--- src/rtl/delay_sweep_ctrl_if.sv ---
// rtl/delay_sweep_ctrl_if.sv - host-side control, config and status bundle for the delay sweep scheduler
interface delay_sweep_ctrl_if #(
  parameter int DW = 16,
  parameter int CW = 16
);
  logic          start;
  logic          abort;
  logic [DW-1:0] del_start;
  logic [DW-1:0] del_step;
  logic [CW-1:0] n_points;
  logic [CW-1:0] n_shots;
  logic [DW-1:0] del_out;
  logic          del_valid;
  logic [CW-1:0] point_idx;
  logic          busy;
  logic          done;
  logic          cfg_err;
  logic          sat;

  modport master (
    output start, abort, del_start, del_step, n_points, n_shots,
    input  del_out, del_valid, point_idx, busy, done, cfg_err, sat
  );

  modport slave (
    input  start, abort, del_start, del_step, n_points, n_shots,
    output del_out, del_valid, point_idx, busy, done, cfg_err, sat
  );
endinterface

--- src/rtl/delay_sweep_ctrl.sv ---
// rtl/delay_sweep_ctrl.sv - steps the pulse delay through a programmed sweep, holding each point for n_shots sync periods
module delay_sweep_ctrl #(
  parameter int DW = 16,
  parameter int CW = 16
) (
  input  logic clk,
  input  logic reset,
  input  logic sync_in,
  delay_sweep_ctrl_if.slave bus
);
  typedef enum logic [1:0] {S_IDLE, S_ARM, S_RUN, S_DONE} state_t;

  state_t        state_q, state_d;
  logic [2:0]    sync_q, sync_d;
  logic [DW-1:0] del_out_q, del_out_d;
  logic          del_valid_q, del_valid_d;
  logic [CW-1:0] point_idx_q, point_idx_d;
  logic [CW-1:0] shot_cnt_q, shot_cnt_d;
  logic          busy_q, busy_d;
  logic          done_q, done_d;
  logic          cfg_err_q, cfg_err_d;
  logic          sat_q, sat_d;
  logic [DW-1:0] step_q, step_d;
  logic [CW-1:0] npts_q, npts_d;
  logic [CW-1:0] nshots_q, nshots_d;

  logic          sync_rise;
  logic [DW:0]   del_sum;

  assign sync_d    = {sync_q[1:0], sync_in};
  assign sync_rise = sync_q[1] & ~sync_q[2];
  // One extra bit so a carry out of the delay word can be detected and clamped.
  assign del_sum   = {1'b0, del_out_q} + {1'b0, step_q};

  always_comb begin
    state_d     = state_q;
    del_out_d   = del_out_q;
    del_valid_d = 1'b0;
    point_idx_d = point_idx_q;
    shot_cnt_d  = shot_cnt_q;
    done_d      = done_q;
    cfg_err_d   = cfg_err_q;
    sat_d       = sat_q;
    step_d      = step_q;
    npts_d      = npts_q;
    nshots_d    = nshots_q;

    if (bus.abort) begin
      state_d    = S_IDLE;
      done_d     = 1'b0;
      shot_cnt_d = '0;
    end else begin
      case (state_q)
        S_IDLE: begin
          if (bus.start) begin
            done_d = 1'b0;
            if (bus.n_points == '0 || bus.n_shots == '0) begin
              cfg_err_d = 1'b1;
            end else begin
              step_d      = bus.del_step;
              npts_d      = bus.n_points;
              nshots_d    = bus.n_shots;
              del_out_d   = bus.del_start;
              del_valid_d = 1'b1;
              point_idx_d = '0;
              shot_cnt_d  = '0;
              sat_d       = 1'b0;
              cfg_err_d   = 1'b0;
              state_d     = S_ARM;
            end
          end
        end
        // The first period after a delay change may predate it, so it is not counted.
        S_ARM: begin
          if (sync_rise) state_d = S_RUN;
        end
        S_RUN: begin
          if (sync_rise) begin
            if (shot_cnt_q != nshots_q - CW'(1)) begin
              shot_cnt_d = shot_cnt_q + CW'(1);
            end else if (point_idx_q == npts_q - CW'(1)) begin
              done_d  = 1'b1;
              state_d = S_DONE;
            end else begin
              point_idx_d = point_idx_q + CW'(1);
              shot_cnt_d  = '0;
              del_valid_d = 1'b1;
              del_out_d   = del_sum[DW] ? '1 : del_sum[DW-1:0];
              if (del_sum[DW]) sat_d = 1'b1;
              state_d     = S_ARM;
            end
          end
        end
        default: state_d = S_IDLE;
      endcase
    end

    busy_d = (state_d == S_ARM) || (state_d == S_RUN);
  end

  always_ff @(posedge clk) begin
    if (reset) begin
      state_q     <= S_IDLE;
      sync_q      <= '0;
      del_out_q   <= '0;
      del_valid_q <= 1'b0;
      point_idx_q <= '0;
      shot_cnt_q  <= '0;
      busy_q      <= 1'b0;
      done_q      <= 1'b0;
      cfg_err_q   <= 1'b0;
      sat_q       <= 1'b0;
      step_q      <= '0;
      npts_q      <= '0;
      nshots_q    <= '0;
    end else begin
      state_q     <= state_d;
      sync_q      <= sync_d;
      del_out_q   <= del_out_d;
      del_valid_q <= del_valid_d;
      point_idx_q <= point_idx_d;
      shot_cnt_q  <= shot_cnt_d;
      busy_q      <= busy_d;
      done_q      <= done_d;
      cfg_err_q   <= cfg_err_d;
      sat_q       <= sat_d;
      step_q      <= step_d;
      npts_q      <= npts_d;
      nshots_q    <= nshots_d;
    end
  end

  assign bus.del_out   = del_out_q;
  assign bus.del_valid = del_valid_q;
  assign bus.point_idx = point_idx_q;
  assign bus.busy      = busy_q;
  assign bus.done      = done_q;
  assign bus.cfg_err   = cfg_err_q;
  assign bus.sat       = sat_q;
endmodule

--- src/flat_wrapper.sv ---
// flat-port wrapper written by rule: the top's interface ports become plain ports
module delay_sweep_ctrl_flat 
#(
  parameter int DW = 16,
  parameter int CW = 16
)
  (clk, reset, sync_in, bus_start, bus_abort, bus_del_start, bus_del_step, bus_n_points, bus_n_shots, bus_del_out, bus_del_valid, bus_point_idx, bus_busy, bus_done, bus_cfg_err, bus_sat);
  delay_sweep_ctrl_if #(.DW(DW), .CW(CW)) bus_i ();
  input  logic clk;
  input  logic reset;
  input  logic sync_in;
  input wire logic [$bits(bus_i.start)-1:0] bus_start;
  input wire logic [$bits(bus_i.abort)-1:0] bus_abort;
  input wire logic [$bits(bus_i.del_start)-1:0] bus_del_start;
  input wire logic [$bits(bus_i.del_step)-1:0] bus_del_step;
  input wire logic [$bits(bus_i.n_points)-1:0] bus_n_points;
  input wire logic [$bits(bus_i.n_shots)-1:0] bus_n_shots;
  output wire logic [$bits(bus_i.del_out)-1:0] bus_del_out;
  output wire logic [$bits(bus_i.del_valid)-1:0] bus_del_valid;
  output wire logic [$bits(bus_i.point_idx)-1:0] bus_point_idx;
  output wire logic [$bits(bus_i.busy)-1:0] bus_busy;
  output wire logic [$bits(bus_i.done)-1:0] bus_done;
  output wire logic [$bits(bus_i.cfg_err)-1:0] bus_cfg_err;
  output wire logic [$bits(bus_i.sat)-1:0] bus_sat;
  assign bus_i.start = bus_start;
  assign bus_i.abort = bus_abort;
  assign bus_i.del_start = bus_del_start;
  assign bus_i.del_step = bus_del_step;
  assign bus_i.n_points = bus_n_points;
  assign bus_i.n_shots = bus_n_shots;
  assign bus_del_out = bus_i.del_out;
  assign bus_del_valid = bus_i.del_valid;
  assign bus_point_idx = bus_i.point_idx;
  assign bus_busy = bus_i.busy;
  assign bus_done = bus_i.done;
  assign bus_cfg_err = bus_i.cfg_err;
  assign bus_sat = bus_i.sat;
  delay_sweep_ctrl #(.DW(DW), .CW(CW)) u_core (.clk(clk), .reset(reset), .sync_in(sync_in), .bus(bus_i));
endmodule
--- config.mk ---
export PLATFORM = sky130hd
export DESIGN_NAME = delay_sweep_ctrl_flat
export DESIGN_NICKNAME = d
export VERILOG_FILES = /design/src/rtl/delay_sweep_ctrl_if.sv /design/src/rtl/delay_sweep_ctrl.sv /design/src/flat_wrapper.sv
export SDC_FILE = /design/constraint.sdc
export NUM_CORES = 1
export LEC_CHECK = 0
export CAP_MARGIN = 15
export CORE_AREA = 2 2 113 115
export DETAILED_ROUTE_END_ITERATION = 6
export DIE_AREA = 0 0 115 117
export PLACE_DENSITY = 0.8
export SYNTH_ARGS = -nofsm -noshare
export SYNTH_HDL_FRONTEND = slang
export SYNTH_SLANG_ARGS = --single-unit
--- constraint.sdc ---
create_clock -name clk -period 3.78 [get_ports clk]
set_clock_uncertainty 0.1 [all_clocks]
set_input_delay 0.756 -clock clk [delete_from_list [all_inputs] [get_ports clk]]
set_output_delay 0.756 -clock clk [all_outputs]
set_load 0.1 [all_outputs]
==> impl_metrics.py, run 1 <==
metrics = {
    "sta": {
        "rsz0062_at_grt": "no",
        "fin_crit_sh": 0.914,
        "drv_slew": 0,
        "finalHoldViolations": 0,
        "final-setup-viol-count": 0,
        "holdWs_ps": 351,
        "tns_ps": 0,
        "fmax_ghz": 0.289,
        "worstMarginPinSlew_ps": 1010,
        "min_period_ps": 3450,
        "max_slew_margin": 0.323,
    },
    "die": {
        "dieArea_um2": 13500,
        "ios": 106,
        "fp-row-count": 41,
        "core_um2": 12300,
        "die_h_um": 117,
        "die_w_um": 115,
        "start_util": 0.531,
    },
    "synth": {
        "synth-simple-area-share": 0.288,
        "synth.area.top_cells": "dfxtp_1 32%, nand2_1 7.7%, a21oi_1 7.2%, xnor2_1 5.1%, ha_1 3.8%",
        "yosysTopAreaCell": "dfxtp_1",
        "synthMuxAreaShare": 0.0186,
        "ys_warn_count": 0,
        "syn_area_per_cell_um2": 7.84,
        "synthAdderAreaFrac": 0.0414,
        "synth-edff-count": 0,
        "ys.flop_type": "dfxtp_1",
        "synth_nets": 923,
        "synth_cells": 833,
        "synth_compound_area_frac": 0.198,
        "synth_xor_area_frac": 0.0871,
        "syn_area_um2": 6530,
        "synth_top_area_share": 0.325,
        "synth_cell_types": 74,
        "ys_seq_area_frac": 0.325,
        "synth_top_family_by_area": "simple AND/OR/NAND/NOR gates",
        "synth-async-reset-ratio": 0,
        "synth-seq-cells": 106,
    },
    "pwr": {
        "peakVddDrop_mv": 0.238,
        "pwr_density_cell_nw_per_um2": 344,
        "leakagePower_nw": 2.97,
    },
    "clock_tree": {
        "clkSlewWorstSetupHoldPaths_ps": 70,
        "cts.sinks": 106,
        "insertion_delay_ps": 360,
        "cts_resized": 0,
        "root_buffer": "clkbuf_16",
        "cts_made_buffers": 9,
        "clock_path_buffers": 2,
        "ctsHtreeMaxLevel": 3,
        "cts_tree": "done",
    },
    "drt": {
        "vias": 6443,
        "drt_iter0_drc": 565,
        "viasPerCell": 5.97,
        "route.detailed.drc": 0,
        "routedWlPerCell_um": 16.4,
        "postRouteAntennaNets": 0,
        "dr.pass1.iters": 5,
        "wl_um": 17700,
    },
    "cells_and_area": {
        "final_cell_mix": "134 x nand2_1, 106 x dfxtp_1, 102 x clkdlybuf4s50_1",
        "num-fill-cells": 1070,
        "nets": 1014,
        "drive_gt1_frac": 0.0753,
        "final_common_cell": "nand2_1",
        "diodes": 0,
        "area_delta_synth_final_pct": 23.0,
    },
    "critical_path": {
        "rr_endpoint": "u_core.bus.point_idx[11]",
        "rr_worst_depth": 11,
        "rrSetupSlack_ps": 330,
        "cp-end-kind": "register",
        "required_ps": 3960,
        "path_class": "register to register",
        "crit_arrival_ps": 3640,
        "crit_start": "u_core.nshots_q[0]",
        "start_kind": "register",
        "cp_max_fo": 9,
        "r2r_start": "u_core.nshots_q[0]",
    },
    "global_route": {
        "antenna_found_initial": 0,
        "grt_max_degree": 49,
        "grt_pass1_vias": 6022,
        "grt_overflow": 0,
        "grt_pass1_wl_um": 28800,
        "grtUsageTotal": 0.267,
    },
    "place": {
        "port-buffer-count": 105,
        "place_congestion": 0.930,
        "dp_hpwl_um": 12600,
    },
    "run": {
        "drv_cap": 0,
    },
    "min_path": {
        "min_from": "u_core.sync_q[0]",
        "min_to": "u_core.sync_q[1]",
        "min_path_cells": 1,
        "holdCritPathClass": "register to register",
    },
    "status": {
        "status": "finished clean",
    },
}
cells by family after synthesis:
| logic type | after synthesis |
|---|---|
| fa+ha+maj | 21 |
| compound gates | 201 |
| simple gates | 364 |
| xor+xnor | 65 |
| flops | 106 |
| buf+inv | 64 |
| mux | 12 |
worst max path at each step:
| stage | slack, ps | cells past startpoint | endpoint |
|---|---|---|---|
| 2_1_floorplan | 310 | 12 | u_core.bus.del_out[0] |
| 3_3_place_gp | 250 | 10 | u_core.shot_cnt_q[15] |
| 3_5_place_dp | 220 | 10 | u_core.shot_cnt_q[15] |
| 4_1_cts | 230 | 11 | u_core.bus.point_idx[11] |
| 5_1_grt | 50 | 11 | u_core.bus.point_idx[13] |
| 6_report | 330 | 11 | u_core.bus.point_idx[11] |
metrics by stage:
| step | cells | setup WS, ps | util | total power [mW] | instance area (um2) |
|---|---|---|---|---|---|
| after floorplan | 833 | 306 | - | 1.62 | 6530 |
| after CTS | 1077 | 235 | 0.651 | 2.77 | 8010 |
| after global routing | 1079 | 51.9 | 0.653 | 2.88 | 8030 |
| after detailed placement | 1061 | 217 | 0.626 | 1.80 | 7710 |
| final | 1079 | 326 | 0.653 | 2.77 | 8030 |
| after global placement | 1061 | 253 | 0.626 | 1.80 | 7710 |
cells in the mapped netlist, types with 4 or more instances:
master,count
or2_2,4
dfxtp_1,106
o221ai_1,12
nand4_1,25
nor3_1,19
nand2b_1,8
nor2b_1,11
or4_1,5
a31oi_1,8
inv_1,20
nand2_1,134
a21oi_1,94
clkbuf_1,27
nor4_1,16
buf_1,5
nand3_1,22
or3_1,13
o31ai_1,7
xnor2_1,38
and3_1,13
nor2_1,63
mux2i_1,11
ha_1,20
xor2_1,27
buf_2,7
o21ai_0,30
o21a_1,5
state kept, by name (all words and copies together), names as in the netlist:
signal	flops
u_core.bus.busy	1
u_core.bus.cfg_err	1
u_core.bus.del_out	16
u_core.bus.del_valid	1
u_core.bus.done	1
u_core.bus.point_idx	16
u_core.bus.sat	1
u_core.npts_q	16
u_core.nshots_q	16
u_core.shot_cnt_q	16
u_core.state_q	2
u_core.step_q	16
u_core.sync_q	3
repair_timing:
action	CTS	global route
setup endpoints to repair	0	18
setup buffers	0	1
hold buffers	0	0
layer usage:
layer	vias to the layer above	part of all wire	routed length, um	global-route usage
met1	2971	0.46	8110	0.352
li1	3195	-	-	-
met5	-	0	0	0
met2	242	0.45	7950	0.429
met3	35	0.069	1230	0.0644
met4	0	0.024	426	0.0988
worst max-delay path, cell delays in order (launching register included):
cell	delay, ps
dfxtp_1	360
inv_1	80
ha_1	280
nor4b_4	410
a31oi_1	140
a221oi_1	400
nor2_1	180
nor3_2	270
o211ai_2	150
a211oi_2	530
and4_1	290
mux2i_1	200
where the power goes:
group          leakage (nW)  internal (mW)  switching (mW)
Clock                 0.141          0.532           0.442
Combinational          1.96          0.246           0.348
Sequential            0.862           1.15          0.0461
area by class of cell:
cell class | count | area [um2] | area share
clock buffers | 10 | 239 | 0.0297
clock inverters | 6 | 66.3 | 0.00825
inverters | 20 | 75.1 | 0.00934
multi-input cells | 664 | 4160 | 0.517
flip-flops and latches | 106 | 2120 | 0.264
well taps | 150 | 188 | 0.0234
repair buffers | 123 | 1190 | 0.148
Note: power is estimated with default switching activity, not from simulation.
==> run 2: changes to the inputs <==
Settings changed: PLACE_DENSITY 0.8 to 0.91.
==> run 2 against run 1 <==
  * Cell count decreased by 0.37%
  * Sequential share of layout area shrank 0.086 points
  * Critical path type unchanged
  * First-iteration DRC count rose by 5.0%
  * Flip-flop and latch count unchanged
  * Global-route usage rose by 0.21 points
  * Largest cell class unchanged
  * Fmax grew 3.5%
  * Critical path depth rose by 2
  * Die area unchanged
  * Design area increased by 0.33%
  * Clock power up 11%
  * Worst setup slack better by 120 ps
  * Core utilization up 0.21 points
==> impl_metrics.py, run 2 (synthesized netlist as in run 1, its figures left out) <==
metrics = {
    "clock_tree": {
        "ctsHtreeMaxLevel": 3,
        "cts_made_buffers": 9,
        "insertion_delay_ps": 360,
        "clock_path_buffers": 2,
        "cts_resized": 0,
        "cts_tree": "done",
        "root_buffer": "clkbuf_16",
        "postCtsHoldBufs": 0,
        "post_cts.repair.setup_buffers": 0,
        "cts.sinks": 106,
        "clkSlewWorstSetupHoldPaths_ps": 70,
    },
    "run": {
        "drv_cap": 0,
    },
    "pwr": {
        "internal-power_mw": 2.06,
        "seq_power_share": 0.417,
        "peakVddDrop_mv": 0.234,
        "leakagePower_nw": 2.98,
        "switching_power_mw": 0.818,
        "pwr_density_cell_nw_per_um2": 357,
        "pwr-share-comb": 0.207,
        "clkPwrFrac": 0.376,
        "switching_share": 0.284,
    },
    "cells_and_area": {
        "final_cell_mix": "134 x nand2_1, 106 x dfxtp_1, 102 x clkdlybuf4s50_1",
        "num-fill-cells": 994,
        "drive_gt1_frac": 0.0714,
        "final_common_cell": "nand2_1",
        "multi_input_area_um2": 4160,
        "nets": 1011,
        "instances_no_fill": 1075,
        "area_delta_synth_final_pct": 23.4,
        "diodes": 0,
        "regArea_um2": 2120,
        "fin_area_um2": 8060,
    },
    "sta": {
        "fmax_ghz": 0.300,
        "worstMarginPinSlew_ps": 1020,
        "rsz0062_at_grt": "no",
        "min_period_ps": 3340,
        "max_slew_margin": 0.317,
        "tns_ps": 0,
        "fin_crit_sh": 0.883,
        "final-setup-viol-count": 0,
        "finalHoldViolations": 0,
        "drv_slew": 0,
        "holdWs_ps": 350,
    },
    "die": {
        "start_util": 0.531,
        "ios": 106,
        "die_h_um": 117,
        "dieArea_um2": 13500,
        "die_w_um": 115,
        "fp-row-count": 41,
        "core_um2": 12300,
    },
    "critical_path": {
        "cp_common_cell": "a21oi_1",
        "r2r_start": "u_core.nshots_q[0]",
        "rr_endpoint": "u_core.bus.point_idx[6]",
        "start_kind": "register",
        "path_class": "register to register",
        "crit_end": "u_core.bus.point_idx[6]",
        "cp_slowest_cell": "nor4b_4",
        "crit_arrival_ps": 3530,
        "crit_chain": "inv_1, ha_1, nor4b_4, buf_4, nand4_1, a21oi_1, o31ai_1, a2bb2oi_2, o211ai_2, a21o_1, buf_12, or3_1, a21oi_1",
        "crit_start": "u_core.nshots_q[0]",
        "rr_worst_depth": 13,
        "cp_max_fo": 19,
        "critPathMaxStageDelay_ps": 390,
        "rrSetupSlack_ps": 440,
        "cp-end-kind": "register",
        "required_ps": 3970,
    },
    "place": {
        "place_area_um2": 7700,
        "dp_cells": 1058,
        "port-buffer-count": 105,
        "dp_hpwl_um": 12700,
        "place_congestion": 0.923,
    },
    "drt": {
        "vias": 6616,
        "dr.pass1.iters": 5,
        "viasPerCell": 6.15,
        "postRouteAntennaNets": 0,
        "wl_um": 17800,
        "route.detailed.drc": 0,
        "drt_iter0_drc": 593,
        "routedWlPerCell_um": 16.5,
    },
    "min_path": {
        "holdCritPathClass": "register to register",
    },
    "global_route": {
        "antenna_found_initial": 0,
        "grt_max_degree": 47,
        "grt_pass1_wl_um": 29100,
        "grt_pass1_vias": 6055,
        "grtUsageTotal": 0.269,
        "grt_overflow": 0,
    },
    "status": {
        "status": "finished clean",
    },
}
[run 2: changes by cell type in the layout (fill, tap and decap cells not counted)]
cell and change:
buf_12 +1, clkinv_4 -1, buf_4 -4, clkinvlp_4 -2, bufinv_16 +2
[run 2: critical path, delay by kind of cell, from the launching register on]
kind / cells / cell delay [ps]
AOI/OAI and AO/OA: 6 / 1240
and+or+nand+nor: 3 / 850
buffers and inverters: 3 / 440
DFF: 1 / 360
adders and majority gates: 1 / 290
[run 2: layer usage]
| layer | wire length [um] | track usage |
|---|---|---|
| met1 | 7490 | 0.346 |
| met2 | 8380 | 0.445 |
| met5 | 0 | 0 |
| met4 | 488 | 0.0956 |
| met3 | 1430 | 0.0644 |
[run 2: worst min path at each step]
stage,startpoint,to,cells past startpoint
floorplan,u_core.sync_q[0],u_core.sync_q[1],1
global placement,u_core.sync_q[0],u_core.sync_q[1],1
detailed placement,u_core.sync_q[0],u_core.sync_q[1],1
CTS,u_core.sync_q[0],u_core.sync_q[1],1
global route,u_core.sync_q[0],u_core.sync_q[1],1
finish,u_core.sync_q[0],u_core.sync_q[1],1
[run 2: metrics by stage]
stage	total power [mW]	util	setup slack [ps]
4_1_cts	2.88	0.653	294
5_1_grt	3.00	0.655	137
6_report	2.88	0.655	443
3_5_place_dp	1.80	0.625	191
3_3_place_gp	1.79	0.625	332
2_1_floorplan	1.62	-	306
[run 2: layout make-up]
class	count	share of cell area
clock buffers	10	0.0296
inverters	20	0.00931
multi-input cells	664	0.516
repair buffers	120	0.146
flip-flops and latches	106	0.263
well taps	150	0.0233
clock inverters	5	0.0127
[run 2: power by group through the flow]
stage / Sequential, mW / Combinational [mW] / Clock, mW
6_report: 1.20 / 0.597 / 1.08
5_1_grt: 1.20 / 0.648 / 1.15
4_1_cts: 1.20 / 0.588 / 1.10
3_5_place_dp: 1.22 / 0.582 / 0
3_3_place_gp: 1.22 / 0.571 / 0
2_1_floorplan: 1.28 / 0.336 / 0
==> run 3: changes to the inputs <==
Settings changed: REMOVE_ABC_BUFFERS set to 1.
==> run 3 against run 2 <==
  * Worst setup slack got worse by 180 ps
  * Clock power down 10%
  * Critical path depth down 1
  * Non-clock buffer count increased by 4
  * Flip-flop and latch count unchanged
  * Die area unchanged
  * Clock-buffer cell count grew 3
  * Sequential power about the same
  * First-iteration DRC count fell by 27%
  * Global-route usage up 0.13 points
==> impl_metrics.py, run 3 (synthesized netlist as in run 1, its figures left out) <==
metrics = {
    "global_route": {
        "grt_max_degree": 48,
        "antenna_found_initial": 0,
        "grt_pass1_wl_um": 29000,
        "grtUsageTotal": 0.271,
        "grt_pass1_vias": 6142,
        "grt_overflow": 0,
    },
    "cells_and_area": {
        "diodes": 0,
        "final_cell_mix": "134 x nand2_1, 106 x dfxtp_1, 101 x clkdlybuf4s50_1",
        "nets": 1014,
        "multi_input_area_um2": 4150,
        "area_delta_synth_final_pct": 23.2,
        "post-route-util": 0.654,
        "final_common_cell": "nand2_1",
        "num-fill-cells": 1024,
        "regArea_um2": 2120,
        "drive_gt1_frac": 0.0754,
    },
    "die": {
        "die_h_um": 117,
        "fp-row-count": 41,
        "ios": 106,
        "dieArea_um2": 13500,
        "start_util": 0.531,
        "core_um2": 12300,
        "die_w_um": 115,
    },
    "critical_path": {
        "cp-end-kind": "register",
        "start_kind": "register",
        "critPathMaxStageDelay_ps": 540,
        "required_ps": 3920,
        "crit_arrival_ps": 3660,
        "cp_slowest_cell": "or4b_4",
        "critical_path.top_delay_family": "simple AND/OR/NAND/NOR gates",
        "rr_endpoint": "u_core.shot_cnt_q[1]",
        "cp_common_cell": "nor2_1",
        "crit_chain": "inv_1, ha_1, or4b_4, nor2_1, xnor2_1, a2111oi_2, nor4bb_1, nand4_1, buf_4, nand2_1, mux2i_1, nor2_1",
        "rrSetupSlack_ps": 260,
        "path_class": "register to register",
        "crit_buf_inv": 2,
        "cp_max_fo": 11,
        "r2r_start": "u_core.npts_q[0]",
        "rr_worst_depth": 12,
    },
    "drt": {
        "vias": 6547,
        "wl_um": 18000,
        "postRouteAntennaNets": 0,
        "route.detailed.drc": 0,
        "dr.pass1.iters": 5,
        "routedWlPerCell_um": 16.7,
        "drt_iter0_drc": 431,
        "viasPerCell": 6.07,
    },
    "min_path": {
        "min_to": "u_core.sync_q[1]",
        "min_from": "u_core.sync_q[0]",
        "min_path_cells": 1,
        "holdCritPathClass": "register to register",
    },
    "clock_tree": {
        "cts_tree": "done",
        "insertion_delay_ps": 360,
        "ctsHtreeMaxLevel": 3,
        "clock_path_buffers": 2,
        "cts.sinks": 106,
        "clkSlewWorstSetupHoldPaths_ps": 60,
        "root_buffer": "clkbuf_16",
        "postCtsHoldBufs": 0,
        "cts_made_buffers": 9,
    },
    "place": {
        "port-buffer-count": 105,
        "dp_hpwl_um": 13100,
        "place_congestion": 0.944,
    },
    "pwr": {
        "pwr-share-comb": 0.216,
        "switching_share": 0.290,
        "clkPwrFrac": 0.350,
        "leakagePower_nw": 2.99,
        "peakVddDrop_mv": 0.261,
        "seq_power_share": 0.434,
        "pwr_density_cell_nw_per_um2": 344,
        "internal-power_mw": 1.97,
        "switching_power_mw": 0.803,
    },
    "sta": {
        "finalHoldViolations": 0,
        "fin_crit_sh": 0.931,
        "tns_ps": 0,
        "max_slew_margin": 0.318,
        "final-setup-viol-count": 0,
        "worstMarginPinSlew_ps": 1020,
        "fmax_ghz": 0.284,
        "drv_slew": 0,
        "rsz0062_at_grt": "no",
        "min_period_ps": 3520,
    },
    "run": {
        "drv_cap": 0,
    },
    "status": {
        "status": "finished clean",
    },
}
-- run 3: how the worst max path moves through the flow --
stage / from / endpoint / slack [ps] / depth (start not counted)
6_report: u_core.npts_q[0] / u_core.shot_cnt_q[1] / 260 / 12
5_1_grt: u_core.nshots_q[0] / u_core.bus.del_out[3] / 30 / 12
4_1_cts: u_core.nshots_q[0] / u_core.bus.point_idx[11] / 130 / 11
3_5_place_dp: bus_n_shots[10] / u_core.bus.del_out[3] / 110 / 10
3_3_place_gp: u_core.nshots_q[0] / u_core.bus.point_idx[11] / 160 / 11
2_1_floorplan: u_core.state_q[1] / u_core.bus.point_idx[2] / -40 / 5
-- run 3: routing by layer --
layer | track usage | part of all wire | up-vias
met4 | 0.0988 | 0.024 | 0
li1 | - | - | 3180
met2 | 0.446 | 0.46 | 284
met5 | 0 | 0 | -
met1 | 0.339 | 0.43 | 3047
met3 | 0.0778 | 0.086 | 36
-- run 3: final cells by class --
cell class | count | area share
multi-input combinational | 663 | 0.516
inverter | 20 | 0.00933
tap | 150 | 0.0233
clock buffer | 13 | 0.0336
sequential | 106 | 0.264
clock inverter | 2 | 0.00435
timing repair buffer | 124 | 0.150
-- run 3: timing repair --
action,4_1_cts,5_1_grt
resized for setup,0,2
endpoints found under the setup margin,0,39
setup buffers,0,2
endpoints found under the hold margin,0,0
-- run 3: power groups by stage --
stage | clock (mW) | sequential (mW) | combinational (mW)
2_1_floorplan | 0 | 1.29 | 0.303
5_1_grt | 1.03 | 1.21 | 0.646
3_3_place_gp | 0 | 1.22 | 0.570
3_5_place_dp | 0 | 1.22 | 0.583
4_1_cts | 0.977 | 1.20 | 0.587
6_report | 0.969 | 1.20 | 0.599
-- run 3: per-stage QoR --
stage	setup WS, ps	cell area, um2	cells	hold slack [ps]	total power [mW]
finish	262	8050	1078	360	2.77
floorplan	-40.9	6330	789	314	1.59
global placement	159	7720	1061	346	1.79
global route	26.4	8050	1078	375	2.88
detailed placement	109	7720	1061	354	1.81
CTS	132	8020	1076	365	2.76
